`config.mk`:
```
export PLATFORM = sky130hd
export DESIGN_NAME = seven_seg_capture
export DESIGN_NICKNAME = d
export VERILOG_FILES = /design/src/rtl/seven_seg_capture.sv
export SDC_FILE = /design/constraint.sdc
export NUM_CORES = 1
export LEC_CHECK = 0
export ABC_AREA = 1
export BUFFER_PORTS_ARGS = -buffer_cell sky130_fd_sc_hd__buf_2
export CORE_ASPECT_RATIO = 1.25
export CORE_MARGIN = 10
export CORE_UTILIZATION = 52
export DETAILED_ROUTE_END_ITERATION = 12
export MAX_ROUTING_LAYER = met4
export PLACE_DENSITY = 0.74
export SETUP_SLACK_MARGIN = 0.15
export SLEW_MARGIN = 5
export SYNTH_ARGS = -nofsm -noshare
export SYNTH_HDL_FRONTEND = slang
export SYNTH_SLANG_ARGS = --single-unit
```
`constraint.sdc`:
```
create_clock -name clk -period 3.9 [get_ports clk]
set_clock_uncertainty 0.2 [all_clocks]
set_input_delay 0.195 -clock clk [delete_from_list [all_inputs] [get_ports clk]]
set_output_delay 0.195 -clock clk [all_outputs]
set_load 0.01 [all_outputs]
```
`src/rtl/seven_seg_capture.sv`:
```
// rtl/seven_seg_capture.sv - recovers hex nibbles from a multiplexed active-high 7-segment bus
// Synchronise, filter for stability, reverse-decode and store one nibble per digit.
module seven_seg_capture #(
    parameter int NUM_DIGITS    = 4,
    parameter int STABLE_CYCLES = 4,
    parameter int SYNC_STAGES   = 2
) (
    input  logic                          clk,
    input  logic                          rst,
    input  logic [6:0]                    seg_in,
    input  logic [NUM_DIGITS-1:0]         dig_sel,
    input  logic                          clear,
    output logic [4*NUM_DIGITS-1:0]       digits_out,
    output logic [NUM_DIGITS-1:0]         digit_valid,
    output logic                          upd_strobe,
    output logic [$clog2(NUM_DIGITS)-1:0] upd_index,
    output logic [3:0]                    upd_value,
    output logic                          upd_err,
    output logic                          err_sticky
);

    localparam int IDXW = $clog2(NUM_DIGITS);
    localparam int SW   = NUM_DIGITS + 7;
    localparam int CNTW = $clog2(STABLE_CYCLES + 1);

    typedef enum logic [1:0] {
        TRACK   = 2'd0,
        CAPTURE = 2'd1,
        HOLD    = 2'd2
    } state_t;

    // Reset asserts at once but releases only on a clock edge.
    logic [1:0] rst_sync_q;
    logic       rst_int;

    always_ff @(posedge clk or posedge rst) begin
        if (rst) begin
            rst_sync_q <= 2'b11;
        end else begin
            rst_sync_q <= {rst_sync_q[0], 1'b0};
        end
    end

    assign rst_int = rst | rst_sync_q[1];

    logic [SYNC_STAGES-1:0][SW-1:0] sync_q;
    logic [SW-1:0]                  sample;
    logic [SW-1:0]                  prev_q;
    logic [6:0]                     seg_s;
    logic [NUM_DIGITS-1:0]          dig_s;
    logic                           same;
    logic                           onehot;
    logic [IDXW-1:0]                dig_idx;

    always_ff @(posedge clk or posedge rst_int) begin
        if (rst_int) begin
            sync_q <= '0;
            prev_q <= '0;
        end else begin
            sync_q[0] <= {dig_sel, seg_in};
            for (int i = 1; i < SYNC_STAGES; i++) begin
                sync_q[i] <= sync_q[i-1];
            end
            prev_q <= sample;
        end
    end

    assign sample = sync_q[SYNC_STAGES-1];
    assign seg_s  = sample[6:0];
    assign dig_s  = sample[SW-1:7];
    assign same   = (sample == prev_q);
    assign onehot = (dig_s != '0) && ((dig_s & (dig_s - NUM_DIGITS'(1))) == '0);

    always_comb begin
        dig_idx = '0;
        for (int i = 0; i < NUM_DIGITS; i++) begin
            if (dig_s[i]) begin
                dig_idx = IDXW'(i);
            end
        end
    end

    // Result is {legal, nibble}; blank and illegal both come back as 0.
    function automatic logic [4:0] decode(input logic [6:0] s);
        case (s)
            7'h3F:   decode = {1'b1, 4'h0};
            7'h06:   decode = {1'b1, 4'h1};
            7'h5B:   decode = {1'b1, 4'h2};
            7'h4F:   decode = {1'b1, 4'h3};
            7'h66:   decode = {1'b1, 4'h4};
            7'h6D:   decode = {1'b1, 4'h5};
            7'h7D:   decode = {1'b1, 4'h6};
            7'h07:   decode = {1'b1, 4'h7};
            7'h7F:   decode = {1'b1, 4'h8};
            7'h6F:   decode = {1'b1, 4'h9};
            7'h77:   decode = {1'b1, 4'hA};
            7'h7C:   decode = {1'b1, 4'hB};
            7'h39:   decode = {1'b1, 4'hC};
            7'h5E:   decode = {1'b1, 4'hD};
            7'h79:   decode = {1'b1, 4'hE};
            7'h71:   decode = {1'b1, 4'hF};
            default: decode = 5'h00;
        endcase
    endfunction

    state_t          state_q, state_d;
    logic [CNTW-1:0] cnt_q, cnt_d, cnt_inc;
    logic            capture_go;

    assign cnt_inc = (cnt_q == CNTW'(STABLE_CYCLES)) ? cnt_q : cnt_q + CNTW'(1);

    always_ff @(posedge clk or posedge rst_int) begin
        if (rst_int) begin
            state_q <= TRACK;
            cnt_q   <= '0;
        end else begin
            state_q <= state_d;
            cnt_q   <= cnt_d;
        end
    end

    always_comb begin
        state_d = state_q;
        cnt_d   = cnt_q;
        if (clear) begin
            state_d = TRACK;
            cnt_d   = '0;
        end else begin
            case (state_q)
                TRACK: begin
                    cnt_d = same ? cnt_inc : CNTW'(1);
                    if (cnt_d == CNTW'(STABLE_CYCLES)) begin
                        state_d = onehot ? CAPTURE : HOLD;
                    end
                end
                // A change landing on the strobe cycle restarts tracking rather than being lost.
                CAPTURE: begin
                    if (same) begin
                        state_d = HOLD;
                    end else begin
                        state_d = TRACK;
                        cnt_d   = CNTW'(1);
                    end
                end
                HOLD: begin
                    if (!same) begin
                        state_d = TRACK;
                        cnt_d   = CNTW'(1);
                    end
                end
                default: begin
                    state_d = TRACK;
                    cnt_d   = '0;
                end
            endcase
        end
    end

    always_comb begin
        capture_go = (state_q == TRACK) && (state_d == CAPTURE);
        upd_strobe = (state_q == CAPTURE) && !clear;
    end

    logic [4*NUM_DIGITS-1:0] digits_q;
    logic [NUM_DIGITS-1:0]   valid_q;
    logic [IDXW-1:0]         idx_q;
    logic [3:0]              value_q;
    logic                    err_q;
    logic                    sticky_q;
    logic [4:0]              decoded;

    assign decoded = decode(seg_s);

    always_ff @(posedge clk or posedge rst_int) begin
        if (rst_int) begin
            digits_q <= '0;
            valid_q  <= '0;
            idx_q    <= '0;
            value_q  <= '0;
            err_q    <= 1'b0;
            sticky_q <= 1'b0;
        end else if (clear) begin
            digits_q <= '0;
            valid_q  <= '0;
            sticky_q <= 1'b0;
        end else if (capture_go) begin
            idx_q <= dig_idx;
            if (decoded[4]) begin
                digits_q[4*dig_idx +: 4] <= decoded[3:0];
                valid_q[dig_idx]         <= 1'b1;
                value_q                  <= decoded[3:0];
                err_q                    <= 1'b0;
            end else if (seg_s == 7'h00) begin
                valid_q[dig_idx] <= 1'b0;
                value_q          <= 4'h0;
                err_q            <= 1'b0;
            end else begin
                valid_q[dig_idx] <= 1'b0;
                value_q          <= 4'h0;
                err_q            <= 1'b1;
                sticky_q         <= 1'b1;
            end
        end
    end

    assign digits_out  = digits_q;
    assign digit_valid = valid_q;
    assign upd_index   = idx_q;
    assign upd_value   = value_q;
    assign upd_err     = err_q;
    assign err_sticky  = sticky_q;

endmodule

```
* After elaboration in Yosys (flattened, before gate mapping)
Index checks and enable logic that the tools add are counted.
** Word-level totals
- Register bits :: 68
- Output and inout port bits :: 29
** Operators by class
- Equal/unequal tests :: 25
- Bitwise operators :: 6
- Add/subtract/negate cells :: 3
- Mux-type cells :: 31
- Shifts and indexed selects :: 2
- Magnitude comparators :: 2
- Reductions and logical operators :: 15
** Operators with widths (number)
- 7-bit == test, second input constant :: 12
- 5-bit case mux with 16 select lines :: 1
- 16-bit two-way mux :: 3
- 4-bit negation with 34-bit output :: 1
- 4-bit by 34-bit variable shift with 16-bit output, first input constant :: 1
- 4-bit by 34-bit indexed part select with 16-bit output :: 1
- 16-bit bitwise mux :: 1
- 4-bit two-way mux :: 4
- 7-bit by 3-bit == test with 1-bit output, second input constant :: 2
- 7-bit by 6-bit == test with 1-bit output, second input constant :: 2
- 2-bit two-way mux :: 7
- 3-bit two-way mux :: 4
- 11-bit == test :: 1
- 4-bit AND :: 2
- 1-bit two-way mux :: 8
- 7-bit logical NOT :: 1
- 3-bit == test, second input constant :: 2
- 2-bit case mux with 3 select lines :: 1
- 3-bit case mux with 2 select lines :: 1
- 2-bit by 1-bit == test with 1-bit output, second input constant :: 2
- 1-bit logical AND :: 4
- 4-bit logical NOT :: 1
- 2-bit != test, second input constant :: 2
- 4-bit NOT :: 1
- other kinds (17) :: 19

* Logic depth before layout (Yosys ltp)
Gate-level depths: netlist of run 1.
- Depth after elaboration :: 12
- Gate-level depth with buffers :: 17

* Worst setup path after synthesis of run 1
No wires, ideal clock.
- Path kind :: reg2reg
- Start :: register sync_q (netlist bit sample[10])
- End :: register digits_q[12], in the netlist digits_out[12]
- Library setup time :: 0.118 ns
- Stages on the path, launching flop included :: 8
- Setup slack :: 1.618 ns
- Path buffers :: 1
- Data arrival time :: 1.963 ns
- Cell sequence :: dfrtp_1 clkbuf_2 a21oi_1 inv_1 ha_1 or2_2 nand4_1 nand2_1
** Between the ends
- Elaborated cells on any way between the ends :: 26
- Classes of those cells :: add/sub (2); eq/ne (3); shift (2); mux (12); bitwise (1); reduce/logical (6)
** RTL lines
- from (decl) :: line 46 : logic [SYNC_STAGES-1:0][SW-1:0] sync_q;
- from (signal, indexed assignment) :: line 62 : sync_q[i] <= sync_q[i-1];
- 2-bit two-way mux * :: line 77 : if (dig_s[i]) begin
- net dig_idx[0] :: line 53 : logic [IDXW-1:0] dig_idx;
- 4-bit negation with 34-bit output * :: line 189 : digits_q[4*dig_idx +: 4] <= decoded[3:0];
- 4-bit by 34-bit indexed part select with 16-bit output / 4-bit by 34-bit variable shift with 16-bit output (equally long branches) :: line 189
- 16-bit bitwise mux * :: line 189
- 16-bit two-way mux * :: line 188 : if (decoded[4]) begin
- 16-bit two-way mux * :: line 186 : end else if (capture_go) begin
- 16-bit two-way mux * :: line 182 : end else if (clear) begin
- to (signal, indexed assignment) :: line 189
- to (decl) :: line 164 : logic [4*NUM_DIGITS-1:0] digits_q;
The timed path passes the listed nets; every way through them passes the cells marked *. The select of a mux whose other input is x is not followed.
A chain may end at the register's enable or synchronous reset.

* Worst setup path in the final report of run 1
- Start :: register sync_q (netlist bit sample[8])
- End :: register digits_q[14], in the netlist digits_out[14]
** Between the ends
- Elaborated cells on any way between the ends :: 28
- Classes of those cells :: add/sub (2); eq/ne (3); shift (2); mux (14); bitwise (1); reduce/logical (6)
** RTL lines (line)
- 1-bit two-way mux * :: 77
- 2-bit two-way mux * (2 in a row) :: 77
- net dig_idx[0] :: 53
- 4-bit negation with 34-bit output * :: 189
- 4-bit by 34-bit indexed part select with 16-bit output / 4-bit by 34-bit variable shift with 16-bit output (equally long branches) :: 189
- 16-bit bitwise mux * :: 189
- 16-bit two-way mux * :: 188
- 16-bit two-way mux * :: 186
- 16-bit two-way mux * :: 182
Marked as above.

==> results of run 1 <==
-- critical path: stages, from the launching register on --
cell and delay, ps:
dfrtp_1 460, a21oi_1 760, inv_1 240, ha_1 340, or2_2 350, nand4_1 120
nand2_1 60
-- where the power goes --
group          switching [mW]  leakage [nW]  internal [mW]  total, mW
registers              0.0165         0.880          0.725      0.742
clock network           0.256        0.0931          0.292      0.548
logic                  0.0836          1.19         0.0408      0.124
total                   0.356          2.16           1.06       1.41
-- registers in the layout (all words and copies together) (netlist names) --
register     cells
prev_q          11
state_q          2
cnt_q            3
upd_err          1
sync_q          11
upd_value        4
err_sticky       1
digits_out      16
sample          11
rst_sync_q       2
digit_valid      4
upd_index        2
-- logic make-up (layout without fill, tap and decap cells) --
logic type | count (synthesis) | in the layout | synth area share (%)
adders and majority gates | 13 | 13 | 4.72
buffers and inverters | 57 | 121 | 6.79
xor gates and xnor gates | 6 | 6 | 1.53
other | 1 | 1 | 0.109
and+or+nand+nor | 243 | 243 | 31.8
DFF | 68 | 68 | 49.5
AOI/OAI and AO/OA | 28 | 28 | 5.59
-- path summary, 6_finish.rpt --
| kind | start | endpoint | slack, ps | depth (start not counted) |
|---|---|---|---|---|
| max in group asynchronous | rst | sample[2] | 2210 | 4 |
| worst min register to register | sync_q[0] | sample[0] | 140 | 0 |
| worst max register to register | sample[8] | digits_out[14] | 1250 | 6 |
| worst max-delay path | sample[8] | digits_out[14] | 1250 | 6 |
| worst min-delay path | clear | digits_out[4] | 140 | 4 |
| min in group asynchronous | rst_sync_q[1] | upd_index[0] | 180 | 1 |
-- layout by cell type (no fill, tap or decap), types with 2 or more instances in the layout --
cell           synthesis  routed
buf_2                  1      42
nand2_1              117     117
clkbuf_8               0       9
nand4_1               21      21
clkinv_2               0       3
o32ai_1                2       2
dlygate4sd3_1          0      12
xor2_1                 2       2
nor2_4                 2       3
inv_2                  3       3
o21ai_0               10      10
nand3_2                2       2
nand3_1               40      40
dfstp_2                2       2
nor3_1                 8       8
clkbuf_1               2       2
a21oi_1                6       6
nand2_2                3       3
inv_1                 46      46
xnor2_1                4       4
dfrtp_1               66      66
or2_2                  3       3
nor2_1                43      42
o21ai_2                8       8
ha_1                  13      13
-- metal layers --
metal	GRT usage [%]	up-vias	share of wire [%]
met5	-	-	0
met4	5.77	0	1.7
met3	4.40	17	5.6
met2	26.3	77	50
met1	17.7	1337	42
li1	-	1459	-
-- repair_timing --
item	4_1_cts	5_1_grt
setup endpoints to repair	0	0
hold buffers	12	0
endpoints found under the hold margin	34	0
setup buffers	0	0
-- final cells by class --
class / instances / area share [%]
Tap cell: 87 / 2.70
Inverter: 50 / 4.71
Clock inverter: 5 / 1.30
Timing Repair Buffer: 55 / 8.36
Multi-Input combinational cell: 291 / 37.5
Clock buffer: 11 / 3.25
Sequential cell: 68 / 42.2
==> metrics.md, run 1 <==
| Metric | Value |
|---|---|
| Netlist cell types | `33` |
| Gpl congestion | `0.895` |
| Fin nets | `502` |
| Ranking of synthesized cells by area | `dfrtp_1 48%, nand2_1 13%, nand3_1 5.8%` |
| I/O Buffers | `42` |
| Vias in the first global route | `2913` |
| Fin. max-slew vios | `0` |
| Biggest area consumer among synthesized cells | `dfrtp_1` |
| Status | `complete, no violations` |
| Die H | `111 um` |
| Mean Syn Cell Area | `8.28 um^2` |
| Placed Area | `3730 um^2` |
| Yosys reg bits | `68` |
| Worst hold margin | `145 ps` |
| DRC violation count after routing | `0` |
| Final setup viols | `0` |
| Initial antenna violation count | `0` |
| Pwr Density | `350 nW/um^2` |
| CTS tree | `done` |
| Count leader, synth | `nand2_1` |
| Synth Net Count | `443` |
| Static leakage | `2.16 nW` |
| Placed cell count | `539` |
| Max Clk Rate | `0.377 GHz` |
| Initial DRC Count | `126` |
| Global-route wire length before repair | `13200 um` |
| CP Capture Type | `flip-flop` |
| Layout area overhead | `17.3%` |
| Core area | `6480 um^2` |
| Max Root-Sink Buffers | `2` |
| CP Class | `flip-flop to flip-flop` |
| Row count | `33` |
| CP Max Fanout | `11` |
| Dpl ws | `1250 ps` |
| EDFF count, synth | `0` |
| Diode count | `0` |
| Period utilization | `68.0%` |
| Root buf cell | `clkbuf_8` |
| CP startpoint kind | `flip-flop` |
| Final Util | `62.3%` |
| Post-synthesis sequential area ratio | `49.5%` |
| Slew HR | `39.8%` |
| Cts repair resizes | `0` |
| Worst-Skew Late Latency | `340 ps` |
| Worst-margin pin slew | `902 ps` |
| Maximum vdd drop | `0.306 mV` |
| Final cell count without fillers | `567` |
| Final Critical Period | `2650 ps` |
| CP Data Arrival Time | `2680 ps` |
| Drt pass-1 iters | `6` |
| DIE WIDTH | `92.8 um` |
| Post-synth top flop | `dfrtp_1` |
| Die area | `10300 um^2` |
| Multi-input gate area | `1510 um^2` |
| Ratio of cells with drive above 1 in the final layout | `17.9%` |
| Final Hold Fails | `0` |
| Total power after layout | `1.41 mW` |
| RSZ-0062 raised after global routing | `false` |
| CTS buffer count | `9` |
| Final wirelength | `7490 um` |
| DP HPWL | `5580 um` |
| DRT antenna net count | `0` |
| GRT Total Usage | `15.9%` |
| Initial Utilization | `53.1%` |
| Area taken by flip-flops and latches | `1700 um^2` |
| Final Cell Area | `4040 um^2` |
| Top cells by count, synth | `117 x nand2_1, 66 x dfrtp_1, 46 x inv_1` |
| CP required | `3930 ps` |
| PnR worst setup slack | `1250 ps` |
| IO Count | `43` |
| Max Cap Viol | `0` |
| H-tree depth | `3` |
| Ys Warns | `0` |
| Worst hold path type | `primary input to flip-flop` |
| Post-synthesis cell count | `416` |
| Fillers | `558` |
| CTS Sinks | `68` |
| DR WL/cell | `13.2 um` |
| Top-area cell type share of the netlist area | `47.9%` |
| Total negative slack | `0 ps` |
| Grt ovf | `0` |
| Async set-or-reset flop fraction in the synthesized netlist | `100%` |
| Largest net degree at the start of global routing | `46` |
| Clock Pin Slew Worst Setup and Hold Paths | `70 ps` |
| Vias per cell | `5.10` |
| Via Count | `2890` |
| Post-Syn Area | `3440 um^2` |
(Power assumes the default switching activity.)
==> inputs of run 2 (changes only) <==
- CORE_UTILIZATION: 52 -> 58
- PLACE_DENSITY: 0.74 -> 0.78
- clock period: 3.9 -> 2.78 ns (I/O delays scaled with it)
==> run 2 against run 1 <==
Effect of this change: first-iteration DRC count up 36%; via count is 4.3% higher; sequential power up 40%; critical path depth is 11 higher; final area up 5.2%; sequential cell count stayed put; sequential share of layout area fell by 2.0 points; clock power increased by 68%; highest routed layer unchanged.
==> metrics.md, run 2 (synthesized netlist as in run 1, its figures left out) <==
| Metric | Value |
|---|---|
| Final setup viols | `0 (unchanged)` |
| H-tree depth | `3 (unchanged)` |
| I/O Buffers | `42 (unchanged)` |
| Max Clk Rate | `0.406 GHz (+7.7%)` |
| DR WL/cell | `14.6 um (+11%)` |
| RSZ-0062 raised after global routing | `false` |
| Int Pwr | `1.62 mW (+53%)` |
| CP Capture Type | `flip-flop` |
| Combinational Power Share | `9.3% (+0.5 points)` |
| Ratio of cells with drive above 1 in the final layout | `22.7% (+4.8 points)` |
| Root buf cell | `clkbuf_8` |
| DRT antenna net count | `0 (unchanged)` |
| Switching power total | `0.541 mW (+52%)` |
| CTS tree | `done` |
| IO Count | `43 (unchanged)` |
| Global-route wire length before repair | `13300 um (+1.3%)` |
| PnR worst setup slack | `316 ps (-931 ps)` |
| CTS buffer count | `9 (unchanged)` |
| Vias in the first global route | `2994 (+2.8%)` |
| Fin. max-slew vios | `0 (unchanged)` |
| Flop pwr share | `48.2% (-4.2 points)` |
| Fillers | `429 (-23%)` |
| Gpl congestion | `0.860 (-3.9%)` |
| DIE WIDTH | `88.9 um (-4.2%)` |
| Period utilization | `88.6% (+21 points)` |
| Vias per cell | `5.39 (+5.7%)` |
| Global routing's busiest layer | `met2` |
| Initial DRC Count | `171 (+36%)` |
| CP Data Arrival Time | `2500 ps (-180 ps)` |
| Die H | `106 um (-4.4%)` |
| Max FFs per register | `16 (unchanged)` |
| Initial Utilization | `59.6% (+6.5 points)` |
| Placed cell count | `520 (-3.5%)` |
| GR Util met3 | `4.43% (+0.027 points)` |
| Max Root-Sink Buffers | `2 (unchanged)` |
| Row count | `31 (-6.1%)` |
| Final Hold Fails | `0 (unchanged)` |
| Fin nets | `515 (+2.6%)` |
| Maximum vdd drop | `0.562 mV (+84%)` |
| DP HPWL | `5700 um (+2.1%)` |
| CTS Sinks | `68 (unchanged)` |
| Routing usage on met2 | `30.6% (+4.4 points)` |
| Worst-margin pin slew | `683 ps (-219 ps)` |
| Final wirelength | `8170 um (+9.1%)` |
| DRC violation count after routing | `0 (unchanged)` |
| Status | `complete, no violations` |
| CP startpoint kind | `flip-flop` |
| CP required | `2810 ps (-1120 ps)` |
| Die area | `9440 um^2 (-8.3%)` |
| Most frequent cells in the layout | `117 x nand2_1, 63 x dfrtp_1, 43 x inv_1` |
| Final Critical Period | `2460 ps (-189 ps)` |
| GRT met1 Usage | `20.0% (+2.3 points)` |
| Grt ovf | `0 (unchanged)` |
| Dpl ws | `208 ps (-1040 ps)` |
| Via Count | `3013 (+4.3%)` |
| Worst hold margin | `99.3 ps (-45.6 ps)` |
| Pwr Density | `509 nW/um^2 (+45%)` |
| Max Cap Viol | `0 (unchanged)` |
| Final cell count without fillers | `559 (-1.4%)` |
| Final Util | `73.5% (+11 points)` |
| CP Max Fanout | `4 (-7)` |
| Initial antenna violation count | `0 (unchanged)` |
| Core area | `5780 um^2 (-11%)` |
| Total negative slack | `0 ps (unchanged)` |
| Static leakage | `2.24 nW (+3.7%)` |
| Worst hold path type | `primary input to flip-flop` |
| Diode count | `0 (unchanged)` |
| Largest net degree at the start of global routing | `49 (+6.5%)` |
| Clock group share of total power | `42.6% (+3.8 points)` |
| Commonest non-fill, non-tap cell in the layout | `nand2_1` |
| GRT Total Usage | `17.9% (+2.0 points)` |
| Drt pass-1 iters | `4 (-2)` |
| CP Class | `flip-flop to flip-flop` |
| Clock Pin Slew Worst Setup and Hold Paths | `90 ps (+20 ps)` |
| Layout area overhead | `23.4%` |
| Worst-Skew Late Latency | `350 ps (about the same)` |
| Slew HR | `54.4% (+15 points)` |
| Net Sw Frac | `25.0% (-0.14 points)` |
==> run 2: cell type report <==
class / instances / area (um^2) / share of cell area [%]
clock inverters: 5 / 83.8 / 1.97
flip-flops and latches: 68 / 1710 / 40.2
inverters: 50 / 193 / 4.53
clock buffers: 11 / 141 / 3.33
well taps: 66 / 82.6 / 1.94
multi-input cells: 292 / 1590 / 37.4
repair buffers: 67 / 453 / 10.7
==> run 2: path summary, 6_finish.rpt <==
path / slack (ps) / startpoint / depth (start not counted) / end
worst max register to register: 320 / sample[1] / 17 / digits_out[3]
worst min register to register: 150 / sync_q[1] / 0 / sample[1]
min in group asynchronous: 170 / rst_sync_q[1] / 1 / digit_valid[2]
max in group asynchronous: 1480 / rst / 4 / sample[5]
worst min-delay path: 100 / clear / 4 / digits_out[12]
worst max-delay path: 320 / sample[1] / 17 / digits_out[3]
==> run 2: power groups by stage <==
stage | Sequential, mW | Clock (mW) | Combinational [mW]
floorplan | 1.05 | 0 | 0.125
global placement | 1.06 | 0 | 0.166
detailed placement | 1.06 | 0 | 0.169
CTS | 1.04 | 0.934 | 0.183
global route | 1.04 | 0.977 | 0.223
finish | 1.04 | 0.920 | 0.201
==> run 2: stage by stage <==
stage,power (mW),area [um^2]
3_5_place_dp,1.23,3740
6_report,2.16,4250
5_1_grt,2.24,4250
4_1_cts,2.16,4080
2_1_floorplan,1.18,3450
3_3_place_gp,1.22,3740
==> run 2: layer usage <==
metal | share of wire [%] | vias up
met3 | 5.1 | 15
met1 | 41 | 1424
met4 | 1.3 | 0
met5 | 0 | -
met2 | 52 | 84
li1 | - | 1490
==> run 2: critical path, cell delays in order (launching register included) <==
cell     delay, ps
dfrtp_2        430
inv_1          120
nand2_1         80
nand2_1         70
nand2_1         60
nor2_1         130
nand2_1        120
nor2_4         140
nand4_2         90
nand2_1         90
nand2_1         50
nand2_1         70
nand2_2        120
nor2_4         190
buf_12         150
nand3_4         80
nand3_1         90
nand2_1         80
==> run 2: what timing repair did <==
| item | CTS | global route |
|---|---|---|
| buffers inserted | 0 | 10 |
| endpoints found under the setup margin | 0 | 28 |
| hold buffers | 12 | 0 |
| endpoints found under the hold margin | 31 | 0 |
| gates resized for setup | 0 | 18 |
==> inputs of run 3 (changes only) <==
- ABC_AREA: 1 -> unset
- CORE_UTILIZATION: 58 -> 57
- PLACE_DENSITY: 0.78 -> 0.77
==> run 3 against run 2 <==
Effect of this change: the run now ends with setup timing left; first-iteration DRC count up 17%; worst setup slack worse by 390 ps; register-to-register slack worse by 390 ps; clock power down 10%; wire length down 9.8%; combinational power down 15%; critical path depth down 7; non-clock buffer count up 13.
==> metrics.md, run 3 <==
| Metric | Value |
|---|---|
| Status | `finished, violations left` |
| Failing checks | `setup timing` |
| Int Pwr | `1.54 mW (-5.2%)` |
| DIE WIDTH | `87.2 um (-2.0%)` |
| Post-synthesis cell count | `284 (-32%)` |
| Final Critical Period | `2850 ps (+389 ps)` |
| Final wirelength | `7370 um (-9.8%)` |
| Static leakage | `1.98 nW (-12%)` |
| Fin. max-slew vios | `0 (unchanged)` |
| Ranking of synthesized cells by area | `dfrtp_1 51%, ha_1 5.1%, xnor2_1 3.0%` |
| Hold_sp | `sync_q[7]` |
| CTS buffer count | `9 (unchanged)` |
| Max Cap Viol | `0 (unchanged)` |
| Post-synth top flop | `dfrtp_1` |
| Grt ovf | `0 (unchanged)` |
| PnR worst setup slack | `-72.4 ps (-389 ps)` |
| Crit path from | `cnt_q[0]` |
| GRT Total Usage | `17.3% (-0.56 points)` |
| Commonest non-fill, non-tap cell in the layout | `dfrtp_1` |
| Diode count | `0 (unchanged)` |
| Largest family of logic cells by synthesized area | `simple AND/OR/NAND/NOR gates` |
| DRC violation count after routing | `0 (unchanged)` |
| Reg-to-reg startpoint | `cnt_q[0]` |
| Max FFs per register | `16 (unchanged)` |
| Worst-margin pin slew | `506 ps (-177 ps)` |
| Total negative slack | `-647 ps (-647 ps)` |
| Row count | `30 (-3.2%)` |
| EDFF count, synth | `0 (unchanged)` |
| I/O Buffers | `42 (unchanged)` |
| Global-route wire length before repair | `12400 um (-6.8%)` |
| CP Max Fanout | `13 (+9)` |
| Vias in the first global route | `2530 (-15%)` |
| Ratio of cells with drive above 1 in the final layout | `34.0% (+11 points)` |
| Flop pwr share | `51.2% (+3.0 points)` |
| RSZ-0062 raised after global routing | `true` |
| Max Clk Rate | `0.351 GHz (-14%)` |
| Final Util | `75.8% (+2.3 points)` |
| Mean Syn Cell Area | `11.3 um^2 (+37%)` |
| Pwr Density | `495 nW/um^2 (-2.8%)` |
| Die area | `9060 um^2 (-4.0%)` |
| Drt pass-1 iters | `4 (unchanged)` |
| CTS Sinks | `68 (unchanged)` |
| Synth Net Count | `311 (-30%)` |
| Clock group share of total power | `40.5% (-2.1 points)` |
| Async set-or-reset flop fraction in the synthesized netlist | `100% (unchanged)` |
| Worst hold path type | `flip-flop to flip-flop` |
| Post-Syn Area | `3210 um^2 (-6.7%)` |
| Count leader, synth | `dfrtp_1` |
| Gpl congestion | `0.877 (+1.9%)` |
| H-tree depth | `3 (unchanged)` |
| Fin nets | `390 (-24%)` |
| DR WL/cell | `17.1 um (+17%)` |
| Top-area cell type share of the netlist area | `51.4% (+3.4 points)` |
| Fillers | `349 (-19%)` |
| Switching power total | `0.505 mW (-6.5%)` |
| Biggest area consumer among synthesized cells | `dfrtp_1` |
| Core area | `5440 um^2 (-5.8%)` |
| Initial antenna violation count | `0 (unchanged)` |
| Slew HR | `66.1% (+12 points)` |
| Root buf cell | `clkbuf_8` |
| Most frequent cells in the layout | `66 x dfrtp_1, 42 x buf_2, 22 x buf_4` |
| Maximum vdd drop | `0.671 mV (+19%)` |
| Ys Warns | `0 (unchanged)` |
| Period utilization | `103% (+14 points)` |
| DP HPWL | `5130 um (-10%)` |
| Combinational Power Share | `8.4% (-0.9 points)` |
| Die H | `104 um (-2.1%)` |
| Via Count | `2467 (-18%)` |
| CTS tree | `done` |
| CP startpoint kind | `flip-flop` |
| Final Hold Fails | `0 (unchanged)` |
| Final setup viols | `13 (+13)` |
| Layout area overhead | `28.4%` |
| Initial DRC Count | `200 (+17%)` |
| Simple-gate portion of the synthesized area | `17.9% (-14 points)` |
| CP Capture Type | `flip-flop` |
| Vias per cell | `5.71 (+5.9%)` |
| Worst-Skew Late Latency | `350 ps (about the same)` |
| Post-Synth XOR/XNOR Area | `3.54% (+2.0 points)` |
| CP required | `2800 ps (about the same)` |
| Netlist cell types | `63 (+91%)` |
| CP Class | `flip-flop to flip-flop` |
| DRT antenna net count | `0 (unchanged)` |
| Largest net degree at the start of global routing | `37 (-24%)` |
| Yosys reg bits | `68 (unchanged)` |
| Top cells by count, synth | `66 x dfrtp_1, 22 x nand2_1, 17 x inv_1` |
| Max Root-Sink Buffers | `2 (unchanged)` |
| Clock Pin Slew Worst Setup and Hold Paths | `70 ps (-20 ps)` |
| Synth Area in Compound Gates | `13.7% (+8.1 points)` |
| Initial Utilization | `59.1% (-0.54 points)` |
| IO Count | `43 (unchanged)` |
| CP Data Arrival Time | `2870 ps (+370 ps)` |
| Post-synthesis mux area share | `2.88% (+2.9 points)` |
| Total power after layout | `2.04 mW (-5.6%)` |
| Post-synthesis adder-cell area fraction | `5.06% (+0.34 points)` |
| Net Sw Frac | `24.8% (-0.25 points)` |
| Post-synthesis sequential area ratio | `53.0% (+3.5 points)` |
run 3: cell count changes after synthesis, moves of 9 or more:
cell      previous run  this run
inv_1               46        17
nand2_1            117        22
nand2b_1             0         9
nand3_1             40         5
nand4_1             21         7
nor2_1              43        10
run 3: routing by layer:
layer  part of all wire, %  routed length, um  track usage (%)
met3                   6.1                447             5.33
met5                     0                  0                -
met2                    52               3850             26.9
met4                   2.0                146             6.39
met1                    40               2920             20.6
run 3: logic make-up (layout without fill, tap and decap cells):
family | Yosys count | in the layout
xor+xnor | 13 | 13
mux | 9 | 9
fa+ha+maj | 13 | 13
other cells | 1 | 1
flops | 68 | 68
buf+inv | 29 | 113
compound gates | 58 | 58
simple gates | 93 | 93
run 3: worst max-delay path, cell delays in order, from the launching register on:
cell and delay, ps:
dfrtp_1 390, inv_1 70, ha_2 170, or3b_4 390, a311oi_4 300, or3b_4 440, a21oi_4 180, o211ai_4 90
buf_12 150, nor3_4 210, o32ai_2 110
run 3: final timing paths:
check / endpoint / slack [ps] / cells after the start
worst max-delay path: digits_out[3] / -70 / 10
worst min-delay path: sample[7] / 150 / 0
worst max register to register: digits_out[3] / -70 / 10
worst min register to register: sample[7] / 150 / 0
max in group asynchronous: digits_out[9] / 1590 / 4
min in group asynchronous: rst_sync_q[1] / 190 / 3
run 3: cell type report:
cell class / instances / area, um^2 / share of cell area (%)
clock inverter: 5 / 61.3 / 1.49
timing repair buffer: 80 / 547 / 13.2
tap: 64 / 80.1 / 1.94
multi-input combinational: 187 / 1530 / 37.1
inverter: 17 / 63.8 / 1.55
clock buffer: 11 / 141 / 3.43
sequential: 68 / 1700 / 41.3
run 3: timing repair:
action | 4_1_cts | 5_1_grt
endpoints found under the setup margin | 28 | 29
pin swaps | 5 | 8
hold buffers | 14 | 0
resized for setup | 7 | 20
setup buffers | 1 | 1
endpoints found under the hold margin | 82 | 0
run 3: power by group through the flow:
stage          clock network (mW)  logic (mW)  registers (mW)
2_1_floorplan                   0       0.107            1.05
3_3_place_gp                    0       0.142            1.06
3_5_place_dp                    0       0.146            1.06
4_1_cts                     0.837       0.165            1.04
5_1_grt                     0.882       0.191            1.05
6_report                    0.826       0.171            1.04
run 3: through the flow:
stage / hold slack [ps] / cells / setup slack (ps) / instance area, um^2
2_1_floorplan: -150 / 284 / -69.0 / 3240
5_1_grt: 166 / 432 / -188 / 4130
3_3_place_gp: -142 / 400 / -38.8 / 3650
4_1_cts: 151 / 431 / -38.8 / 4020
6_report: 151 / 432 / -72.4 / 4130
3_5_place_dp: -132 / 400 / -163 / 3650
